<file path="src/rtl/mem_arbiter_if.sv">
// Bus bundle between the IF/MEM requesters, the byte-wide RAM and the arbiter.
interface mem_arbiter_if #(
  parameter int ADDR_W = 32
);
  logic              if_req;
  logic [ADDR_W-1:0] if_addr;
  logic [31:0]       if_inst;
  logic              if_done;
  logic              mem_req;
  logic              mem_we;
  logic [1:0]        mem_width;
  logic [ADDR_W-1:0] mem_addr;
  logic [31:0]       mem_wdata;
  logic [31:0]       mem_rdata;
  logic              mem_done;
  logic              jump_i;
  logic              busy;
  logic [ADDR_W-1:0] ram_addr;
  logic              ram_wr;
  logic [7:0]        ram_dout;
  logic [7:0]        ram_din;

  // Arbiter side
  modport slave (
    input  if_req, if_addr, mem_req, mem_we, mem_width, mem_addr, mem_wdata,
           jump_i, ram_din,
    output if_inst, if_done, mem_rdata, mem_done, busy, ram_addr, ram_wr, ram_dout
  );

  // Requester / RAM side
  modport master (
    output if_req, if_addr, mem_req, mem_we, mem_width, mem_addr, mem_wdata,
           jump_i, ram_din,
    input  if_inst, if_done, mem_rdata, mem_done, busy, ram_addr, ram_wr, ram_dout
  );
endinterface

</file>
<file path="src/rtl/mem_arbiter.sv">
// Byte-serial arbiter sharing one synchronous RAM port between instruction
// fetch and the MEM-stage load/store unit. MEM wins ties; a jump aborts a fetch.
module mem_arbiter #(
  parameter int ADDR_W = 32
) (
  input  logic          clk,
  input  logic          rst,
  mem_arbiter_if.slave  bus
);
  localparam logic [1:0] ST_IDLE   = 2'd0;
  localparam logic [1:0] ST_IF_RD  = 2'd1;
  localparam logic [1:0] ST_MEM_RD = 2'd2;
  localparam logic [1:0] ST_MEM_WR = 2'd3;

  logic [1:0]        state_reg;
  logic [ADDR_W-1:0] base_reg;
  logic [2:0]        cnt_reg;
  logic [2:0]        len_reg;
  logic [31:0]       wdata_reg;
  logic [31:0]       acc_reg;
  logic [31:0]       if_inst_reg;
  logic [31:0]       mem_rdata_reg;
  logic              if_done_reg;
  logic              mem_done_reg;

  logic [2:0]        mem_len;
  logic [31:0]       acc_merged;
  logic [31:0]       wdata_shift;
  logic              in_range;

  // Byte count of the MEM access: 11 is treated as a word like 10.
  always_comb begin
    mem_len = 3'd4;
    case (bus.mem_width)
      2'b00:   mem_len = 3'd1;
      2'b01:   mem_len = 3'd2;
      default: mem_len = 3'd4;
    endcase
  end

  // Read data for address c-1 arrives while c is current; fold it into its byte lane.
  genvar gi;
  generate
    for (gi = 0; gi < 4; gi++) begin : g_merge
      assign acc_merged[8*gi +: 8] = (cnt_reg == 3'(gi + 1)) ? bus.ram_din
                                                              : acc_reg[8*gi +: 8];
    end
  endgenerate

  assign in_range    = (state_reg != ST_IDLE) && (cnt_reg < len_reg);
  assign wdata_shift = wdata_reg >> {cnt_reg[1:0], 3'b000};

  // RAM port is driven purely from registered state, so it is 0 whenever idle.
  always_comb begin
    bus.ram_addr = '0;
    bus.ram_wr   = 1'b0;
    bus.ram_dout = 8'h00;
    if (in_range) begin
      bus.ram_addr = base_reg + ADDR_W'(cnt_reg);
    end
    if (state_reg == ST_MEM_WR) begin
      bus.ram_wr   = in_range;
      bus.ram_dout = wdata_shift[7:0];
    end
  end

  assign bus.busy      = (state_reg != ST_IDLE);
  assign bus.if_inst   = if_inst_reg;
  assign bus.if_done   = if_done_reg;
  assign bus.mem_rdata = mem_rdata_reg;
  assign bus.mem_done  = mem_done_reg;

  // Arbitration, byte sequencing and result/done registration.
  always_ff @(posedge clk or negedge rst) begin
    if (!rst) begin
      state_reg     <= ST_IDLE;
      base_reg      <= '0;
      cnt_reg       <= 3'd0;
      len_reg       <= 3'd0;
      wdata_reg     <= 32'h0;
      acc_reg       <= 32'h0;
      if_inst_reg   <= 32'h0;
      mem_rdata_reg <= 32'h0;
      if_done_reg   <= 1'b0;
      mem_done_reg  <= 1'b0;
    end else begin
      if_done_reg  <= 1'b0;
      mem_done_reg <= 1'b0;
      case (state_reg)
        ST_IDLE: begin
          // A requester seeing done is still dropping req this cycle; do not regrant.
          if (!if_done_reg && !mem_done_reg) begin
            if (bus.mem_req) begin
              base_reg  <= bus.mem_addr;
              len_reg   <= mem_len;
              wdata_reg <= bus.mem_wdata;
              cnt_reg   <= 3'd0;
              acc_reg   <= 32'h0;
              state_reg <= bus.mem_we ? ST_MEM_WR : ST_MEM_RD;
            end else if (bus.if_req && !bus.jump_i) begin
              base_reg  <= bus.if_addr;
              len_reg   <= 3'd4;
              cnt_reg   <= 3'd0;
              acc_reg   <= 32'h0;
              state_reg <= ST_IF_RD;
            end
          end
        end
        ST_IF_RD, ST_MEM_RD: begin
          if ((state_reg == ST_IF_RD) && bus.jump_i) begin
            // Redirected PC: drop the stale fetch without touching if_inst.
            state_reg <= ST_IDLE;
          end else begin
            acc_reg <= acc_merged;
            cnt_reg <= cnt_reg + 3'd1;
            if (cnt_reg == len_reg) begin
              state_reg <= ST_IDLE;
              if (state_reg == ST_IF_RD) begin
                if_inst_reg <= acc_merged;
                if_done_reg <= 1'b1;
              end else begin
                mem_rdata_reg <= acc_merged;
                mem_done_reg  <= 1'b1;
              end
            end
          end
        end
        ST_MEM_WR: begin
          cnt_reg <= cnt_reg + 3'd1;
          // Writes need no read-back latency, so finish as the last byte goes out.
          if (cnt_reg == (len_reg - 3'd1)) begin
            state_reg    <= ST_IDLE;
            mem_done_reg <= 1'b1;
          end
        end
        default: state_reg <= ST_IDLE;
      endcase
    end
  end
endmodule

</file>
<file path="src/flat_wrapper.sv">
// flat-port wrapper written by rule: the top's interface ports become plain ports
module mem_arbiter_flat 
#(
  parameter int ADDR_W = 32
)
  (clk, rst, bus_if_req, bus_if_addr, bus_mem_req, bus_mem_we, bus_mem_width, bus_mem_addr, bus_mem_wdata, bus_jump_i, bus_ram_din, bus_if_inst, bus_if_done, bus_mem_rdata, bus_mem_done, bus_busy, bus_ram_addr, bus_ram_wr, bus_ram_dout);
  mem_arbiter_if #(.ADDR_W(ADDR_W)) bus_i ();
  input  logic clk;
  input  logic rst;
  input wire logic [$bits(bus_i.if_req)-1:0] bus_if_req;
  input wire logic [$bits(bus_i.if_addr)-1:0] bus_if_addr;
  input wire logic [$bits(bus_i.mem_req)-1:0] bus_mem_req;
  input wire logic [$bits(bus_i.mem_we)-1:0] bus_mem_we;
  input wire logic [$bits(bus_i.mem_width)-1:0] bus_mem_width;
  input wire logic [$bits(bus_i.mem_addr)-1:0] bus_mem_addr;
  input wire logic [$bits(bus_i.mem_wdata)-1:0] bus_mem_wdata;
  input wire logic [$bits(bus_i.jump_i)-1:0] bus_jump_i;
  input wire logic [$bits(bus_i.ram_din)-1:0] bus_ram_din;
  output wire logic [$bits(bus_i.if_inst)-1:0] bus_if_inst;
  output wire logic [$bits(bus_i.if_done)-1:0] bus_if_done;
  output wire logic [$bits(bus_i.mem_rdata)-1:0] bus_mem_rdata;
  output wire logic [$bits(bus_i.mem_done)-1:0] bus_mem_done;
  output wire logic [$bits(bus_i.busy)-1:0] bus_busy;
  output wire logic [$bits(bus_i.ram_addr)-1:0] bus_ram_addr;
  output wire logic [$bits(bus_i.ram_wr)-1:0] bus_ram_wr;
  output wire logic [$bits(bus_i.ram_dout)-1:0] bus_ram_dout;
  assign bus_i.if_req = bus_if_req;
  assign bus_i.if_addr = bus_if_addr;
  assign bus_i.mem_req = bus_mem_req;
  assign bus_i.mem_we = bus_mem_we;
  assign bus_i.mem_width = bus_mem_width;
  assign bus_i.mem_addr = bus_mem_addr;
  assign bus_i.mem_wdata = bus_mem_wdata;
  assign bus_i.jump_i = bus_jump_i;
  assign bus_i.ram_din = bus_ram_din;
  assign bus_if_inst = bus_i.if_inst;
  assign bus_if_done = bus_i.if_done;
  assign bus_mem_rdata = bus_i.mem_rdata;
  assign bus_mem_done = bus_i.mem_done;
  assign bus_busy = bus_i.busy;
  assign bus_ram_addr = bus_i.ram_addr;
  assign bus_ram_wr = bus_i.ram_wr;
  assign bus_ram_dout = bus_i.ram_dout;
  mem_arbiter #(.ADDR_W(ADDR_W)) u_core (.clk(clk), .rst(rst), .bus(bus_i));
endmodule
</file>
<file path="config.mk">
export PLATFORM = sky130hd
export DESIGN_NAME = mem_arbiter_flat
export DESIGN_NICKNAME = d
export VERILOG_FILES = /design/src/rtl/mem_arbiter_if.sv /design/src/rtl/mem_arbiter.sv /design/src/flat_wrapper.sv
export SDC_FILE = /design/constraint.sdc
export NUM_CORES = 1
export LEC_CHECK = 0
export CAP_MARGIN = 20
export CORE_MARGIN = 10
export CORE_UTILIZATION = 49
export DETAILED_ROUTE_END_ITERATION = 8
export GPL_TIMING_DRIVEN = 0
export PLACE_DENSITY_LB_ADDON = 0.15
export SLEW_MARGIN = 10
export SYNTH_ARGS = -nofsm -noshare
export SYNTH_HDL_FRONTEND = slang
export SYNTH_SLANG_ARGS = --single-unit
</file>
<file path="constraint.sdc">
create_clock -name clk -period 4.2 [get_ports clk]
set_input_delay 0.84 -clock clk [delete_from_list [all_inputs] [get_ports clk]]
set_output_delay 0.84 -clock clk [all_outputs]
set_load 0.005 [all_outputs]
</file>
==> impl_metrics.py, run 1 <==
metrics = {
    "power_and_ir_drop": {
        "p_leak_nw": 4.92,
        "powerDensity_nw_per_um2": 714,
        "p_total_mw": 8.12,
        "vdd_drop_max_v": 0.000367,
    },
    "floorplan": {
        "die_area_sq_um": 22600,
        "core_area_sq_um": 16600,
        "fp.dieH_um": 150,
        "fp-row-count": 47,
        "initial_core_util_pct": 50.1,
        "io_pins": 220,
        "die_w_um": 150,
    },
    "placement": {
        "hpwl_mm": 17.3,
        "portBuffers": 212,
        "globalplace.congestion": 0.832,
        "dp_slack_ps": -294,
    },
    "clocking": {
        "clkLatencyLatePin_ps": 440,
        "cts_tree": "done",
        "numCtsBuffers": 17,
        "clk_pin_slew_ps": 70,
        "h-tree-depth": 4,
        "clockBufferDepth": 2,
        "numClockSinks": 170,
        "cts-root-buf": "clkbuf_16",
    },
    "logic_synthesis": {
        "synthArstFlopShare_pct": 100,
        "yosysUniqueCellTypes": 52,
        "yosys_warnings": 0,
        "syn_nets": 908,
        "synth_area_sq_um": 8310,
        "avgSynthCellArea_sq_um": 10.7,
        "synth.area.top_cells": "dfrtp_1 (51%), mux2i_1 (7.8%), mux2_2 (4.3%)",
        "ys_seq_area_share_pct": 51.2,
        "synthFlopType": "dfrtp_1",
        "synth-edff-count": 0,
        "yosys.area.top_type": "dfrtp_1",
        "netlist_instances": 777,
        "ys_ff_latch": 170,
        "synth.top_cell.area_share_pct": 51.2,
    },
    "detailed_routing": {
        "detail_route.wl_per_cell_um": 18.1,
        "via_count": 6644,
        "drt_iter0_markers": 296,
        "ant_nets": 0,
        "drt_pass1_iterations": 4,
        "avgViaCountPerCell": 5.32,
        "routed_wl_mm": 22.6,
        "drc": 0,
    },
    "job": {
        "cap_violations": 0,
    },
    "setup_path": {
        "ff2ff_path_depth": 10,
        "worst_setup_path_end_kind": "output pin",
        "cp_max_fo": 10,
        "critPathRequiredTime_ps": 3360,
        "path_class": "register to output pin",
        "start_kind": "register",
        "arrival_ps": 3190,
    },
    "global_routing": {
        "grt_pass1_wl_mm": 35.7,
        "grt_pass1_vias": 6904,
        "grt_overflow": 0,
        "grt_antenna_before_repair": 0,
        "grt_start_max_net_pins": 89,
        "grtUsageTotal_pct": 19.9,
    },
    "timing": {
        "period_needed_ps": 4030,
        "max_freq_mhz": 248,
        "post-route-period-util_pct": 95.9,
        "rsz0062_at_grt": "false",
        "final_max_slew_viol_count": 0,
        "finalSetupTns_ps": 0,
        "hold_viol": 0,
        "setup_ws_ps": 173,
        "setup_viol": 0,
        "relSlewSlack_pct": 53.5,
        "fin_worst_skew_ps": 11.9,
        "max_slew.worst_pin.slew_ps": 698,
    },
    "worst_hold_path": {
        "min_path_type": "input port to asynchronous set/reset pin",
    },
    "finish": {
        "fin_util_pct": 68.6,
        "num-fill-cells": 1331,
        "area_growth_pct": 36.8,
        "antenna_cells": 0,
        "drive_above_1_share_pct": 9.82,
        "nets": 1146,
    },
    "outcome": {
        "status": "finished, final reports clean",
    },
}
[layout make-up]
type	instances	area, sq um	share of cell area (%)
buffer	50	225	1.98
clock buffer	20	447	3.93
clock inverter	12	116	1.02
inverter	19	71.3	0.627
multi-input combinational	538	3770	33.2
sequential	170	4260	37.4
tap	220	275	2.42
timing repair buffer	219	2210	19.4
[cells in the mapped netlist (18+ instances only)]
cell,number
nor2_1,71
xor2_1,23
mux2_2,32
inv_1,19
a32o_1,23
o21ai_0,69
dfrtp_1,170
a21oi_1,40
mux2i_1,65
ha_1,18
nand2_1,86
clkbuf_1,36
[per-layer routing]
layer  track usage (%)  vias to the layer above  share of wire, %
met5                 0                        -                 0
met3              7.20                       20               8.4
met4              5.69                        0               1.3
met2              35.1                      166                51
li1                  -                     3207                 -
met1              22.2                     3251                39
[critical path: stages, from the launching register on]
cell and delay, ps:
dfrtp_2 410, clkbuf_8 200, inv_1 100, fa_1 470, nand2b_4 180, a21oi_1 180
nand4_1 160, or3_1 330, a21oi_1 180, clkdlybuf4s50_1 540
[what timing repair did]
action                                  in CTS  in global routing
hold buffers                                 0                  0
cloned                                       0                  0
gates resized for setup                      4                  4
pin swaps                                    1                  1
endpoints found under the setup margin      13                  9
setup buffers                                1                  5
[cell families after synthesis]
kind of cell	share of synthesized area (%)
and+or+nand+nor	13.0
AOI/OAI and AO/OA	11.9
xor gates and xnor gates	3.27
buffers and inverters	3.45
muxes	14.3
adders and majority gates	2.95
DFF	51.2
[through the flow]
step / instance area (sq um) / cells / hold slack, ps
2_1_floorplan: 8310 / 777 / 454
3_3_place_gp: 10700 / 1209 / 460
3_5_place_dp: 10700 / 1210 / 471
4_1_cts: 11300 / 1243 / 433
5_1_grt: 11400 / 1248 / 457
6_report: 11400 / 1248 / 403
[power by group]
part | switching [mW] | leakage [nW] | internal (mW)
sequential | 0.487 | 2.14 | 2.34
clock | 0.675 | 0.265 | 0.838
combinational | 1.85 | 2.51 | 1.93
total | 3.01 | 4.92 | 5.11
[final timing paths]
path / start / endpoint / slack (ps)
setup reg to reg: u_core.cnt_reg[0] / u_core.bus.mem_done / 1260
setup / recovery: u_core.cnt_reg[1] / bus_ram_addr[10] / 170
hold reg to reg: u_core.bus.if_inst[4] / u_core.bus.if_inst[4] / 480
max in group asynchronous: rst / u_core.base_reg[3] / 2960
hold / removal: rst / u_core.bus.if_inst[19] / 400
min in group clk: u_core.bus.if_inst[4] / u_core.bus.if_inst[4] / 480
[cells in the final DEF (no fill, tap or decap), types with 5 or more instances in the layout]
cell,n
dfrtp_1,168
and3_1,9
xor2_1,23
o31ai_1,5
nand2_1,86
clkbuf_1,37
mux2i_1,65
xnor2_1,8
mux2_2,32
o21ai_0,69
clkbuf_16,17
a21oi_1,40
buf_4,6
a22o_1,8
mux4_2,8
ha_1,18
nand4_1,9
buf_2,7
nor2_1,71
a32o_1,23
nand3_1,15
and2_1,8
clkdlybuf4s50_1,209
inv_1,19
(Power assumes the default switching activity.)
==> run 2, diff against run 1 <==
Settings changed: CORE_MARGIN 10 to unset.
==> run 2 against run 1 <==
First-iteration DRC count rose by 25%. Non-clock buffer count shrank 4. Global-route usage rose by 5.0 points. Largest cell class unchanged. Die area fell by 23%.
==> impl_metrics.py, run 2 (synthesized netlist as in run 1, its figures left out) <==
metrics = {
    "finish": {
        "stdcell_count": 1244,
        "nets": 1142,
        "drive_above_1_share_pct": 9.57,
        "num-fill-cells": 1376,
        "final_common_cell": "clkdlybuf4s50_1",
        "antenna_cells": 0,
        "area_growth_pct": 36.2,
        "mostFrequentLayoutCells": "clkdlybuf4s50_1 (211), dfrtp_1 (168), nand2_1 (86)",
    },
    "floorplan": {
        "fp.dieH_um": 132,
        "fp-row-count": 47,
        "die_w_um": 132,
        "io_pins": 220,
        "core_area_sq_um": 16600,
        "initial_core_util_pct": 50.1,
        "die_area_sq_um": 17500,
    },
    "clocking": {
        "cts_tree": "done",
        "clkLatencyLatePin_ps": 430,
        "cts-root-buf": "clkbuf_16",
        "h-tree-depth": 4,
        "numCtsBuffers": 17,
        "clockBufferDepth": 2,
        "clk_pin_slew_ps": 70,
        "hold_buffers": 0,
        "numClockSinks": 170,
    },
    "power_and_ir_drop": {
        "powerDensity_nw_per_um2": 712,
        "p_leak_nw": 4.86,
        "vdd_drop_max_v": 0.000405,
    },
    "detailed_routing": {
        "avgViaCountPerCell": 5.37,
        "ant_nets": 0,
        "drc": 0,
        "via_count": 6686,
        "drt_pass1_iterations": 6,
        "drt_iter0_markers": 370,
        "detail_route.wl_per_cell_um": 16.8,
        "routed_wl_mm": 20.9,
    },
    "timing": {
        "setup_viol": 0,
        "fin_worst_skew_ps": 12.6,
        "final_max_slew_viol_count": 0,
        "rsz0062_at_grt": "false",
        "finalSetupTns_ps": 0,
        "post-route-period-util_pct": 95.7,
        "setup_ws_ps": 183,
        "max_slew.worst_pin.slew_ps": 716,
        "max_freq_mhz": 249,
        "relSlewSlack_pct": 52.3,
        "hold_viol": 0,
        "fin_hold_ws_ps": 393,
        "period_needed_ps": 4020,
    },
    "setup_path": {
        "endpoint": "bus_ram_addr[10]",
        "worst_setup_path_end_kind": "output pin",
        "reg2reg_from": "u_core.cnt_reg[0]",
        "crit_chain": "clkbuf_8, inv_1, fa_1, nand2b_4, a21oi_1, nand4_1, or3_1, a21oi_1, clkdlybuf4s50_1",
        "path_class": "register to output pin",
        "reg2reg_slack_ps": 1180,
        "arrival_ps": 3180,
        "critPathRequiredTime_ps": 3360,
        "ff2ff_path_depth": 10,
        "crit_slowest_cell": "clkdlybuf4s50_1",
        "crit_top_cell": "a21oi_1",
        "start_kind": "register",
        "cp-startpoint": "u_core.cnt_reg[1]",
        "cp_max_fo": 10,
        "max_stage_delay_ps": 540,
        "timing.rr.end": "u_core.bus.mem_rdata[12]",
    },
    "global_routing": {
        "met1_usage_pct": 30.2,
        "grt_pass1_vias": 6685,
        "use_met3_pct": 6.07,
        "grt_busiest_layer": "met2",
        "grt_overflow": 0,
        "grt_util_met2_pct": 43.5,
        "grt_start_max_net_pins": 91,
        "grt_pass1_wl_mm": 34.1,
        "grtUsageTotal_pct": 24.9,
        "grt_antenna_before_repair": 0,
    },
    "placement": {
        "dp_slack_ps": -323,
        "globalplace.congestion": 0.777,
        "portBuffers": 212,
        "hpwl_mm": 15.6,
        "place_inst": 1210,
    },
    "outcome": {
        "status": "finished, final reports clean",
    },
    "worst_hold_path": {
        "min_path_type": "input port to asynchronous set/reset pin",
    },
    "job": {
        "cap_violations": 0,
    },
}
[run 2: cell types whose count changed in the layout (fill, tap and decap cells not counted), sizes merged]
| cell | change |
|---|---|
| dlymetal6s2s | -2 |
| bufinv | -1 |
| buf | -4 |
| clkinvlp | -1 |
| clkdlybuf4s50 | +2 |
| inv | +3 |
| clkbuf | -1 |
[run 2: worst min path at each step]
stage	to	slack [ps]	cells past startpoint
2_1_floorplan	u_core.base_reg[0]	450	2
3_3_place_gp	u_core.bus.if_inst[0]	460	2
3_5_place_dp	u_core.bus.if_inst[4]	470	2
4_1_cts	u_core.bus.mem_rdata[25]	420	1
5_1_grt	u_core.bus.mem_rdata[25]	440	1
6_report	u_core.bus.mem_rdata[25]	390	1
[run 2: cell type report]
type                       count  area (sq um)  share of cell area [%]
sequential                   170          4260                    37.6
multi-input combinational    538          3770                    33.3
timing repair buffer         215          2170                    19.2
clock buffer                  19           443                    3.91
tap                          220           275                    2.43
buffer                        50           225                    1.99
clock inverter                13           108                   0.950
inverter                      19          71.3                   0.630
[run 2: per-layer routing]
| layer | part of all wire, % | vias to the layer above |
|---|---|---|
| met3 | 5.9 | 20 |
| met1 | 42 | 3281 |
| met4 | 1.6 | 0 |
| li1 | - | 3204 |
| met2 | 51 | 181 |
| met5 | 0 | - |
[run 2: through the flow]
step	total power, mW	util, %	instance area (sq um)
2_1_floorplan	4.89	-	8310
3_3_place_gp	6.50	64.6	10700
3_5_place_dp	6.61	64.8	10700
4_1_cts	8.11	68.2	11300
5_1_grt	8.63	68.3	11300
6_report	8.06	68.3	11300
[run 2: critical path, delay by kind of cell, from the launching register on]
family / cells / cell delay (ps)
and+or+nand+nor: 3 / 690
DFF: 1 / 380
AOI/OAI and AO/OA: 2 / 370
adders and majority gates: 1 / 470
buffers and inverters: 3 / 840
[run 2: where the power goes]
group	total [mW]	internal [mW]	switching, mW
combinational	3.75	1.93	1.82
sequential	2.83	2.34	0.496
clock	1.48	0.788	0.689
total	8.06	5.05	3.01
[run 2: timing repair]
action | 4_1_cts | 5_1_grt
pin swaps | 1 | 0
setup endpoints to repair | 13 | 10
resized for setup | 3 | 3
setup buffers | 1 | 1
gates cloned | 0 | 0
==> run 3, diff against run 2 <==
Settings changed: CORE_ASPECT_RATIO set to 2.
==> run 3 against run 2 <==
Register-to-register slack worse by 180 ps. Routed wire length is 8.6% higher. Count of clock-buffer cells in the layout stayed put. Clock power hardly changed. Final cell count is 0.72% lower. Fmax is 1.5% lower. Die area is 0.18% higher. Clock skew is 0.62 ps lower. Setup slack worse by 63 ps. Hold slack worse by 61 ps. Largest cell class unchanged. Sequential power hardly changed.
==> impl_metrics.py, run 3 (synthesized netlist as in run 1, its figures left out) <==
metrics = {
    "placement": {
        "globalplace.congestion": 0.853,
        "hpwl_mm": 17.1,
        "portBuffers": 212,
        "place_inst": 1197,
    },
    "clocking": {
        "cts_tree": "done",
        "numCtsBuffers": 17,
        "clk_pin_slew_ps": 70,
        "numClockSinks": 170,
        "h-tree-depth": 4,
        "clkLatencyLatePin_ps": 430,
        "cts-root-buf": "clkbuf_16",
        "clockBufferDepth": 2,
    },
    "power_and_ir_drop": {
        "powerDensity_nw_per_um2": 719,
        "vdd_drop_max_v": 0.000415,
        "p_leak_nw": 4.89,
    },
    "detailed_routing": {
        "avgViaCountPerCell": 5.51,
        "dr.max_layer_used": "met4",
        "detail_route.wl_per_cell_um": 18.4,
        "dr_wl_met3_um": 875,
        "drt_iter0_markers": 205,
        "ant_nets": 0,
        "drc": 0,
        "wl_met1_mm": 7.76,
        "drt_pass1_iterations": 4,
        "routed_wl_mm": 22.7,
        "via_count": 6799,
        "wl_met2_mm": 13.3,
    },
    "timing": {
        "period_needed_ps": 4080,
        "fin_worst_skew_ps": 12.0,
        "max_slew.worst_pin.slew_ps": 755,
        "final_max_slew_viol_count": 0,
        "hold_viol": 0,
        "finalSetupTns_ps": 0,
        "post-route-period-util_pct": 97.1,
        "max_freq_mhz": 245,
        "setup_viol": 0,
        "relSlewSlack_pct": 49.7,
    },
    "global_routing": {
        "grt_overflow": 0,
        "grt_pass1_vias": 7012,
        "grtUsageTotal_pct": 27.0,
        "grt_pass1_wl_mm": 35.2,
        "grt_antenna_before_repair": 1,
        "grt_start_max_net_pins": 113,
    },
    "floorplan": {
        "fp.dieH_um": 186,
        "fp-row-count": 67,
        "die_w_um": 94.1,
        "initial_core_util_pct": 49.8,
        "die_area_sq_um": 17500,
        "io_pins": 220,
        "core_area_sq_um": 16700,
    },
    "worst_hold_path": {
        "min_path_type": "input port to asynchronous set/reset pin",
    },
    "finish": {
        "stdcell_count": 1235,
        "area_growth_pct": 36.5,
        "num-fill-cells": 1364,
        "mostFrequentLayoutCells": "clkdlybuf4s50_1 (211), dfrtp_1 (169), nand2_1 (86)",
        "nets": 1145,
        "final_common_cell": "clkdlybuf4s50_1",
        "drive_above_1_share_pct": 10.0,
    },
    "setup_path": {
        "worst_setup_path_end_kind": "output pin",
        "cp-startpoint": "u_core.cnt_reg[0]",
        "cp_max_fo": 10,
        "reg2reg_from": "u_core.cnt_reg[0]",
        "critPathRequiredTime_ps": 3360,
        "path_class": "register to output pin",
        "arrival_ps": 3240,
        "start_kind": "register",
    },
    "outcome": {
        "status": "finished, final reports clean",
    },
    "job": {
        "cap_violations": 0,
    },
}
==> run 3: repair_timing <==
item / CTS / global route
hold buffers: 0 / 0
gates resized for setup: 4 / 4
pin swaps: 1 / 1
setup buffers: 2 / 3
setup endpoints to repair: 13 / 20
==> run 3: layout make-up <==
type / count / area, sq um / share of cell area (%)
Antenna cell: 1 / 2.50 / 0.0221
Clock buffer: 19 / 453 / 3.99
Buffer: 50 / 226 / 2.00
Inverter: 19 / 71.3 / 0.628
Clock inverter: 13 / 109 / 0.959
Tap cell: 207 / 259 / 2.28
Multi-Input combinational cell: 538 / 3780 / 33.3
Sequential cell: 170 / 4260 / 37.5
Timing Repair Buffer: 218 / 2200 / 19.3
==> run 3: final timing paths <==
path,cells after the start,endpoint,slack (ps)
max in group asynchronous,2,u_core.cnt_reg[1],2940
min in group clk,2,u_core.bus.if_inst[24],480
worst min-delay path,1,u_core.bus.if_inst[15],330
worst max-delay path,10,bus_ram_addr[28],120
worst min register to register,2,u_core.bus.if_inst[24],480
worst max register to register,10,u_core.bus.mem_rdata[8],1000
==> run 3: routing by layer <==
layer | vias to the layer above | global-route usage [%]
met5 | - | 0
met4 | 0 | 13.9
met3 | 46 | 4.84
met2 | 216 | 52.2
met1 | 3334 | 26.7
li1 | 3203 | -
==> run 3: report_power, final <==
part / internal, mW / total, mW / switching, mW
combinational: 1.94 / 3.82 / 1.88
sequential: 2.34 / 2.85 / 0.519
clock: 0.802 / 1.49 / 0.689
total: 5.08 / 8.16 / 3.08
==> run 3: critical path, cell delays in order (launching register included) <==
cell and delay (ps):
dfrtp_1 500, ha_1 240, inv_1 60, fa_1 390, nand2b_4 180, a2111oi_4 310, buf_6 200, nand4_1 110
xor2_1 170, nor2_1 120, clkdlybuf4s50_1 520
==> run 3: per-stage QoR <==
stage	setup slack (ps)	utilization, %	power, mW	hold slack, ps	cell area, sq um
after floorplan	864	-	4.89	454	8310
after global placement	-4630	64.1	6.56	459	10700
after detailed placement	-353	64.3	6.68	469	10700
after CTS	16.8	67.8	8.21	341	11300
after global routing	-2.40	68.0	8.72	358	11300
final	120	68.0	8.16	332	11300
